`src/rtl/alu_seq.sv`:
```
// Registered ALU with valid/ready handshakes and iterative shift-add MUL / restoring DIV.
// Optional macro ALU_SRA_EN enables opcode 1101 as an arithmetic right shift.
module alu_seq #(
    parameter int WIDTH = 32
) (
    input  logic             clk,
    input  logic             rst_n,
    input  logic             in_valid,
    output logic             in_ready,
    input  logic [WIDTH-1:0] rda,
    input  logic [WIDTH-1:0] rdx,
    input  logic [3:0]       alu_decode,
    output logic             out_valid,
    input  logic             out_ready,
    output logic [WIDTH-1:0] result,
    output logic             err,
    output logic             busy
);

    localparam int SHW = $clog2(WIDTH);
    localparam logic [SHW-1:0] LAST_STEP = SHW'(WIDTH - 1);

    localparam logic [3:0] OP_ADD = 4'b0001;
    localparam logic [3:0] OP_SUB = 4'b0010;
    localparam logic [3:0] OP_MUL = 4'b0101;
    localparam logic [3:0] OP_DIV = 4'b0110;
    localparam logic [3:0] OP_OR  = 4'b0111;
    localparam logic [3:0] OP_AND = 4'b1000;
    localparam logic [3:0] OP_XOR = 4'b1001;
    localparam logic [3:0] OP_SLL = 4'b1010;
    localparam logic [3:0] OP_SRL = 4'b1011;
    localparam logic [3:0] OP_SLT = 4'b1100;
`ifdef ALU_SRA_EN
    localparam logic [3:0] OP_SRA = 4'b1101;
`endif

    typedef enum logic [1:0] {
        IDLE = 2'd0,
        MUL  = 2'd1,
        DIV  = 2'd2,
        DONE = 2'd3
    } state_t;

    state_t           state_q, state_d;
    logic [WIDTH-1:0] a_q, a_d;
    logic [WIDTH-1:0] b_q, b_d;
    logic [WIDTH-1:0] acc_q, acc_d;
    logic [SHW-1:0]   cnt_q, cnt_d;
    logic [WIDTH-1:0] result_q, result_d;
    logic             err_q, err_d;
    logic             out_valid_q, out_valid_d;
    logic             busy_q, busy_d;

    logic [WIDTH:0]   rem_shift;
    logic             q_bit;

    // Single-cycle operations; returns {err, result}.
    function automatic logic [WIDTH:0] calc(input logic [WIDTH-1:0] a,
                                            input logic [WIDTH-1:0] b,
                                            input logic [3:0]       op);
        logic [WIDTH-1:0] res;
        logic             e;
        res = '0;
        e   = 1'b0;
        case (op)
            OP_ADD: res = a + b;
            OP_SUB: res = a - b;
            OP_OR:  res = a | b;
            OP_AND: res = a & b;
            OP_XOR: res = a ^ b;
            OP_SLL: res = a << b[SHW-1:0];
            OP_SRL: res = a >> b[SHW-1:0];
            OP_SLT: res = {{(WIDTH-1){1'b0}}, ($signed(a) < $signed(b))};
`ifdef ALU_SRA_EN
            OP_SRA: res = $signed(a) >>> b[SHW-1:0];
`endif
            default: begin
                res = '0;
                e   = 1'b1;
            end
        endcase
        return {e, res};
    endfunction

    assign in_ready  = rst_n && (state_q == IDLE);
    assign out_valid = out_valid_q;
    assign result    = result_q;
    assign err       = err_q;
    assign busy      = busy_q;

    always_comb begin
        state_d     = state_q;
        a_d         = a_q;
        b_d         = b_q;
        acc_d       = acc_q;
        cnt_d       = cnt_q;
        result_d    = result_q;
        err_d       = err_q;
        out_valid_d = out_valid_q;
        rem_shift   = {acc_q, a_q[WIDTH-1]};
        q_bit       = 1'b0;

        case (state_q)
            IDLE: begin
                if (in_valid) begin
                    a_d   = rda;
                    b_d   = rdx;
                    acc_d = '0;
                    cnt_d = '0;
                    if (alu_decode == OP_MUL) begin
                        state_d = MUL;
                    end else if (alu_decode == OP_DIV) begin
                        state_d = DIV;
                    end else begin
                        {err_d, result_d} = calc(rda, rdx, alu_decode);
                        out_valid_d       = 1'b1;
                        state_d           = DONE;
                    end
                end
            end

            // a_q is the shifting multiplicand, b_q the shifting multiplier.
            MUL: begin
                if (b_q[0]) begin
                    acc_d = acc_q + a_q;
                end
                a_d   = a_q << 1;
                b_d   = b_q >> 1;
                cnt_d = cnt_q + 1'b1;
                if (cnt_q == LAST_STEP) begin
                    result_d    = acc_d;
                    err_d       = 1'b0;
                    out_valid_d = 1'b1;
                    state_d     = DONE;
                end
            end

            // a_q shifts the dividend out and the quotient in; acc_q is the remainder.
            // A zero divisor always subtracts, which yields an all-ones quotient.
            DIV: begin
                if (rem_shift >= {1'b0, b_q}) begin
                    acc_d = rem_shift[WIDTH-1:0] - b_q;
                    q_bit = 1'b1;
                end else begin
                    acc_d = rem_shift[WIDTH-1:0];
                end
                a_d   = {a_q[WIDTH-2:0], q_bit};
                cnt_d = cnt_q + 1'b1;
                if (cnt_q == LAST_STEP) begin
                    result_d    = a_d;
                    err_d       = (b_q == '0);
                    out_valid_d = 1'b1;
                    state_d     = DONE;
                end
            end

            DONE: begin
                if (out_ready) begin
                    out_valid_d = 1'b0;
                    state_d     = IDLE;
                end
            end

            default: state_d = IDLE;
        endcase

        busy_d = (state_d == MUL) || (state_d == DIV);
    end

    always_ff @(posedge clk or negedge rst_n) begin
        if (!rst_n) begin
            state_q     <= IDLE;
            a_q         <= '0;
            b_q         <= '0;
            acc_q       <= '0;
            cnt_q       <= '0;
            result_q    <= '0;
            err_q       <= 1'b0;
            out_valid_q <= 1'b0;
            busy_q      <= 1'b0;
        end else begin
            state_q     <= state_d;
            a_q         <= a_d;
            b_q         <= b_d;
            acc_q       <= acc_d;
            cnt_q       <= cnt_d;
            result_q    <= result_d;
            err_q       <= err_d;
            out_valid_q <= out_valid_d;
            busy_q      <= busy_d;
        end
    end

endmodule

```
`config.mk`:
```
export PLATFORM = sky130hd
export DESIGN_NAME = alu_seq
export DESIGN_NICKNAME = d
export VERILOG_FILES = /design/src/rtl/alu_seq.sv
export SDC_FILE = /design/constraint.sdc
export NUM_CORES = 1
export LEC_CHECK = 0
export ABC_AREA = 0
export BUFFER_PORTS_ARGS = -buffer_cell sky130_fd_sc_hd__buf_2
export CAP_MARGIN = 20
export CORE_ASPECT_RATIO = 1.5
export CORE_MARGIN = 2
export CORE_UTILIZATION = 40
export CTS_CLUSTER_SIZE = 14
export DETAILED_ROUTE_END_ITERATION = 6
export PLACE_DENSITY = 0.65
export SYNTH_ARGS = -nofsm -noshare
export SYNTH_HDL_FRONTEND = slang
export SYNTH_SLANG_ARGS = --single-unit
export TNS_END_PERCENT = 30
```
`constraint.sdc`:
```
create_clock -name clk -period 7 [get_ports clk]
set_input_delay 0.35 -clock clk [delete_from_list [all_inputs] [get_ports clk]]
set_output_delay 0.35 -clock clk [all_outputs]
set_load 0.02 [all_outputs]
```
# --- Word level (Yosys, flattened, before mapping) ---
# Index checks and enable logic that the tools add are counted.
# Widths: inputs -> output; s select.
word_totals:
  reg_bits: 138
  output_inout_bits: 36
  word_cells: 95
op_classes:
  add_sub_neg: 5
  n_lt_le_gt_ge: 2
  n_eq_ne: 23
  shift: 2
  muxes: 37
  bitwise_logic: 3
  n_reduce_logical: 14
op_table:
  columns: ["op", "count"]
  rows:
  - ["$mux 32", 10]
  - ["$pmux 32 s3", 3]
  - ["$pmux 32 s8", 1]
  - ["$add 32x32->32", 2]
  - ["$pmux 32 s2", 1]
  - ["$sub 32x32->32", 2]
  - ["$ge 33x32->1", 1]
  - ["$and 32x32->32", 1]
  - ["$logic_not 32->1", 1]
  - ["$lt 32x32->1", 1]
  - ["$or 32x32->32", 1]
  - ["$shl 32x5->32", 1]
  - ["$shr 32x5->32", 1]
  - ["$xor 32x32->32", 1]
  - ["$eq 4x4->1 const B", 5]
  - ["$mux 1", 13]
  - ["$eq 4x3->1 const B", 3]
  - ["$ne 2x2->1 const B", 6]
  - ["$pmux 5 s2", 1]
  - ["$mux 2", 4]
  - ["$reduce_or 8->1", 1]
  - ["$eq 2x2->1 const B", 3]
  - ["$pmux 1 s3", 2]
  - ["$pmux 2 s3", 1]
  - ["16 further kinds", 20]

# --- Logic depth before layout (Yosys ltp) ---
logic_depth:
  ltp_word: 7
  mapped_depth: 16
  mapped_depth_nobuf: 14

# --- Worst setup path after synthesis ---
# Ideal clock, no wire load.
synth_path:
  kind: "input port to flip-flop"
  start: "input port rdx[2]"
  end: "register result_q[30] (netlist: result[30])"
  setup_time_ns: 0.124
  t_arrival_ns: 3.832
  path_slack_ns: 3.045
  cell_stages: 15
  n_path_buf: 3
  path_cell_list: "clkbuf_1 -> clkinv_1 -> buf_1 -> clkbuf_1 -> ha_1 -> nand2b_1 -> a21oi_1 -> nor4_1 -> o31ai_1 -> a41oi_1 -> o41ai_1 -> mux2_2 -> nand2_1 -> a21oi_1 -> o31a_1"
synth_between:
  elab_chain_len: 6
  word_cells_on_any_way: 9
  classes_between: "add/sub (2); shift (2); mux (5)"
synth_rtl:
  columns: ["element", "line_no", "text"]
  rows:
  - ["start, declared", "11", "input logic [WIDTH-1:0] rdx,"]
  - ["$sub 32x32->32, or another cell as far along", "67", "OP_SUB: res = a - b;"]
  - ["$pmux 32 s8 *", "65", "case (op)"]
  - ["$mux 32 *", "112", "end else if (alu_decode == OP_DIV) begin"]
  - ["$mux 32 *", "110", "if (alu_decode == OP_MUL) begin"]
  - ["$mux 32 *", "105", "if (in_valid) begin"]
  - ["$pmux 32 s3 *", "103", "case (state_q)"]
  - ["end signal, assigned", "187", "result_q <= result_d;"]
  - ["end, declared", "49", "logic [WIDTH-1:0] result_q, result_d;"]
# Mark *: on every way between the ends. The rest lies on a longest branch, timed or not. The select of a mux whose other input is x is not followed.
# A chain may end at the register's enable or synchronous reset.

# --- Final worst setup path ---
layout_path:
  start: "register a_q[31]"
  end: "register acc_q[30]"
layout_between:
  elab_chain_len: 3
  word_cells_on_any_way: 4
  classes_between: "add/sub (1); order compare (1); mux (2)"
layout_rtl:
  columns: ["element", "line_no", "text"]
  rows:
  - ["start, declared", "45", "logic [WIDTH-1:0] a_q, a_d;"]
  - ["start signal, assigned", "173", "a_q <= '0;"]
  - ["start signal, assigned", "183", "a_q <= a_d;"]
  - ["$sub 32x32->32 / $ge 33x32->1 (equally long branches)", "142, 141", null]
  - ["$mux 32 *", "141", "if (rem_shift >= {1'b0, b_q}) begin"]
  - ["$pmux 32 s3 *", "103", null]
  - ["end signal, assigned", "175", "acc_q <= '0;"]
  - ["end signal, assigned", "185", "acc_q <= acc_d;"]
  - ["end, declared", "47", "logic [WIDTH-1:0] acc_q, acc_d;"]
# Mark *: on every way between the ends. The rest lies on a longest branch, timed or not.

==> results by group <==
Global route
  – Antenna violations before repair: 4
  – First-pass GRT wire length: 130 mm
  – Largest net degree at the start of global routing: 82
  – Number of global-route vias before repair: 20100
  – GRT Total Usage: 35.2%
  – Grt ovf: 0

STA
  – Fin crit period: 4.46 ns
  – Final WS setup: 2.54 ns
  – Layout Skew: 0.0146 ns
  – Actual slew at the worst max-slew pin: 1.10 ns
  – Highest Clock Rate: 0.224 GHz
  – Unrepaired setup endpoints after global routing: no
  – Final Hold Viols: 0
  – Final Cycle Share: 63.7%
  – Slew Limit Fails: 0
  – Normalized max-slew margin: 26.2%
  – Final setup fails: 0
  – Setup tns final: 0 ns

Hold path
  – Worst Hold Path EP: b_q[28]
  – Worst hold path class: in2reg
  – Hold_sp: rdx[28]
  – Hold path depth: 3

Placement
  – Gpl congestion: 1.06
  – Dpl hpwl: 68.0 mm
  – Port bufs: 107
  – Placed Cells: 3032
  – Dpl ws: 2.25 ns

Power and ir drop
  – Lkg Pwr: 9.01 nW
  – NetSw: 0.00488 W
  – Sequential power share: 18.9%
  – Overall Power: 0.00884 W
  – Clock Power Share: 10.7%
  – Int Power: 0.00396 W
  – Switching Share: 55.2%
  – Power share of the combinational group: 70.4%
  – Max VDD drop: 0.258 mV
  – Power Density: 431 nW/um^2

Run
  – MaxCap Viol Count: 0

Cells and area
  – Final Net Count: 2717
  – Footprint of the multi-input gates: 14300 sq um
  – Area occupied by registers: 3450 sq um
  – Final std cells w/o fill: 3067
  – Layout fillers: 4729
  – Share of cells above drive strength 1: 11.0%
  – Final Core Density: 43.9%
  – Synth-to-Final Area Change: 8.43%

CTS
  – Clock Sinks: 138
  – CTS max path bufs: 2
  – Clk root buf: clkbuf_16
  – Clk_lat worst skew: 0.44 ns
  – CTS tree: built
  – Clock Pin Slew Worst Setup and Hold Paths: 0.07 ns
  – H-tree depth: 4
  – Inserted Clock Buffers: 17
  – Post-CTS Resized: 0

Drt
  – # DRC: 0
  – Via/cell ratio: 6.75
  – Routed WL per cell: 29.0 microns
  – DRT antenna net count: 0
  – Pre-Repair DR Iteration Count: 6
  – First-iteration detailed-routing DRC count: 2300
  – Final wirelength: 88.9 mm
  – DR vias: 20700

Worst setup path
  – RR Startpoint: a_q[31]
  – Startpoint type of the worst setup path: flop
  – Critical R2R Capture: acc_q[30]
  – Kind of critical path: reg2reg
  – R2R setup slack: 2.54 ns
  – Required @ worst endpoint: 7.34 ns
  – Critical path arrival: 4.79 ns
  – Reg2reg path depth: 14
  – Crit path from: a_q[31]
  – Worst Setup End Kind: flop
  – Critical path peak fanout: 4

Synth
  – Asr flop ratio synth: 100%
  – Top_reg_cell synth: dfrtp_1
  – FF+latch count, synth: 138
  – Cells after Synth: 2451
  – Avg Inst Size Synth: 7.72 sq um
  – Sequential element share of the synthesized area: 18.3%
  – Syn_nets: 2710
  – Post-synthesis compound-gate area fraction: 31.2%
  – Syn Std Cell Area: 18900 sq um
  – Largest family of logic cells by synthesized area: compound AO/OA/AOI/OAI gates
  – XOR/XNOR Fraction of Synth Area: 2.69%
  – Warnings, synthesis: 0
  – Mux cell area share after synthesis: 11.8%
  – Simple-gate share of the synthesized area: 17.2%
  – Synthesized-area fraction occupied by adder cells: 12.5%
  – EDFF count, synth: 0
  – Synth unique cells: 87

Floorplanning
  – Die ar.: 49100 sq um
  – Core area: 46700 sq um
  – Die X-Extent: 182 microns
  – # IOs: 108
  – Die Ht: 270 microns
  – Starting Density: 40.5%
  – FP Rows: 97

Status
  – Status: completed
==> area by class of cell <==
cell class | count | area share, %
multi-input combinational | 2004 | 69.8
tap | 594 | 3.62
sequential | 138 | 16.8
timing repair buffer | 143 | 3.98
clock buffer | 18 | 2.14
inverter | 154 | 2.82
clock inverter | 14 | 0.787
antenna | 2 | 0.0244
==> kinds of logic (layout without fill, tap and decap cells) <==
logic type	Yosys count	in the layout
buffers and inverters	309	329
and+or+nand+nor	713	713
muxes	160	160
DFF	138	138
adders and majority gates	187	187
other	0	2
AOI/OAI and AO/OA	886	886
xor gates and xnor gates	58	58
==> per-stage QoR <==
stage               area, sq um  hold slack [ns]
floorplan                 18900           0.0544
global placement          19900            0.454
detailed placement        19900            0.457
CTS                       20500            0.279
global route              20500            0.285
finish                    20500            0.290
==> placed cells by master (no fill, tap or decap), types with 67 or more instances in the layout <==
cell / count
a21oi_1: 182
mux2i_1: 85
buf_2: 105
ha_1: 181
inv_1: 150
a221oi_1: 67
nand2_1: 216
dfrtp_1: 138
o21ai_0: 215
nor2_1: 238
==> how the worst max path moves through the flow <==
stage	to	slack (ns)	cells past startpoint
6_report	acc_q[30]	2.54	14
5_1_grt	result[30]	2.46	14
3_3_place_gp	result[30]	2.26	14
4_1_cts	result[30]	2.67	14
2_1_floorplan	result[30]	3.04	15
3_5_place_dp	result[30]	2.25	14
==> flip-flops by register name (all words and copies together), names as in the netlist <==
signal and flops:
out_valid 1, a_q 32, err 1, state_q 2, acc_q 32, busy 1, cnt_q 5, b_q 32
result 32
==> cell usage after synthesis, drive strengths merged (11+ instances only) <==
cell	count	area share [%]
dfrtp	138	18
o21ai	238	6.3
a21o	49	1.9
clkbuf	117	2.3
buf	38	0.99
nand3	49	1.3
or3	29	0.96
a21oi	182	4.8
o211ai	30	1.2
nor2b	19	0.63
and3	19	0.63
o21bai	26	1.0
and2	15	0.50
a221o	11	0.58
o22ai	21	0.69
xnor2	39	1.8
a31oi	43	1.4
mux2i	85	4.5
a211o	12	0.56
nand2b	24	0.79
nor4	25	0.86
mux4	47	5.6
nor2	241	4.8
a211oi	22	0.87
a22oi	33	1.3
nand2	216	4.3
o21a	12	0.48
nor3	44	1.2
ha	183	12
nand4	18	0.60
xor2	19	0.88
inv	151	3.0
o221ai	11	0.51
a221oi	69	3.3
o31ai	22	0.90
mux2	28	1.7
==> critical path: stages, from the launching register on <==
cell	delay, ns
dfrtp_1	0.52
inv_1	0.35
ha_1	0.27
inv_1	0.07
fa_1	0.43
a211oi_1	0.25
nor2_1	0.13
o2111ai_1	0.37
nor3_1	0.09
nor3_1	0.70
o21ai_1	0.24
a311oi_1	0.37
xor2_1	0.18
nor2_1	0.09
a211o_1	0.29
==> routing by layer <==
layer | track usage (%) | wire length [microns] | vias to the layer above
li1 | - | - | 9182
met1 | 40.8 | 32700 | 10000
met2 | 60.2 | 43000 | 1163
met3 | 4.37 | 6060 | 323
met4 | 24.5 | 7100 | 4
met5 | 0 | 34 | -
==> power by group through the flow <==
stage	Combinational, W	Clock (W)	Sequential (W)
final	0.00622	0.000948	0.00167
after global routing	0.00671	0.000985	0.00171
after CTS	0.00609	0.000950	0.00165
after detailed placement	0.00605	0	0.00166
after global placement	0.00598	0	0.00165
after floorplan	0.00430	0	0.00156
==> timing repair <==
action,4_1_cts,5_1_grt
hold buffers,1,0
buffers inserted,0,0
endpoints found under the hold margin,25,0
(Power assumes the default switching activity.)
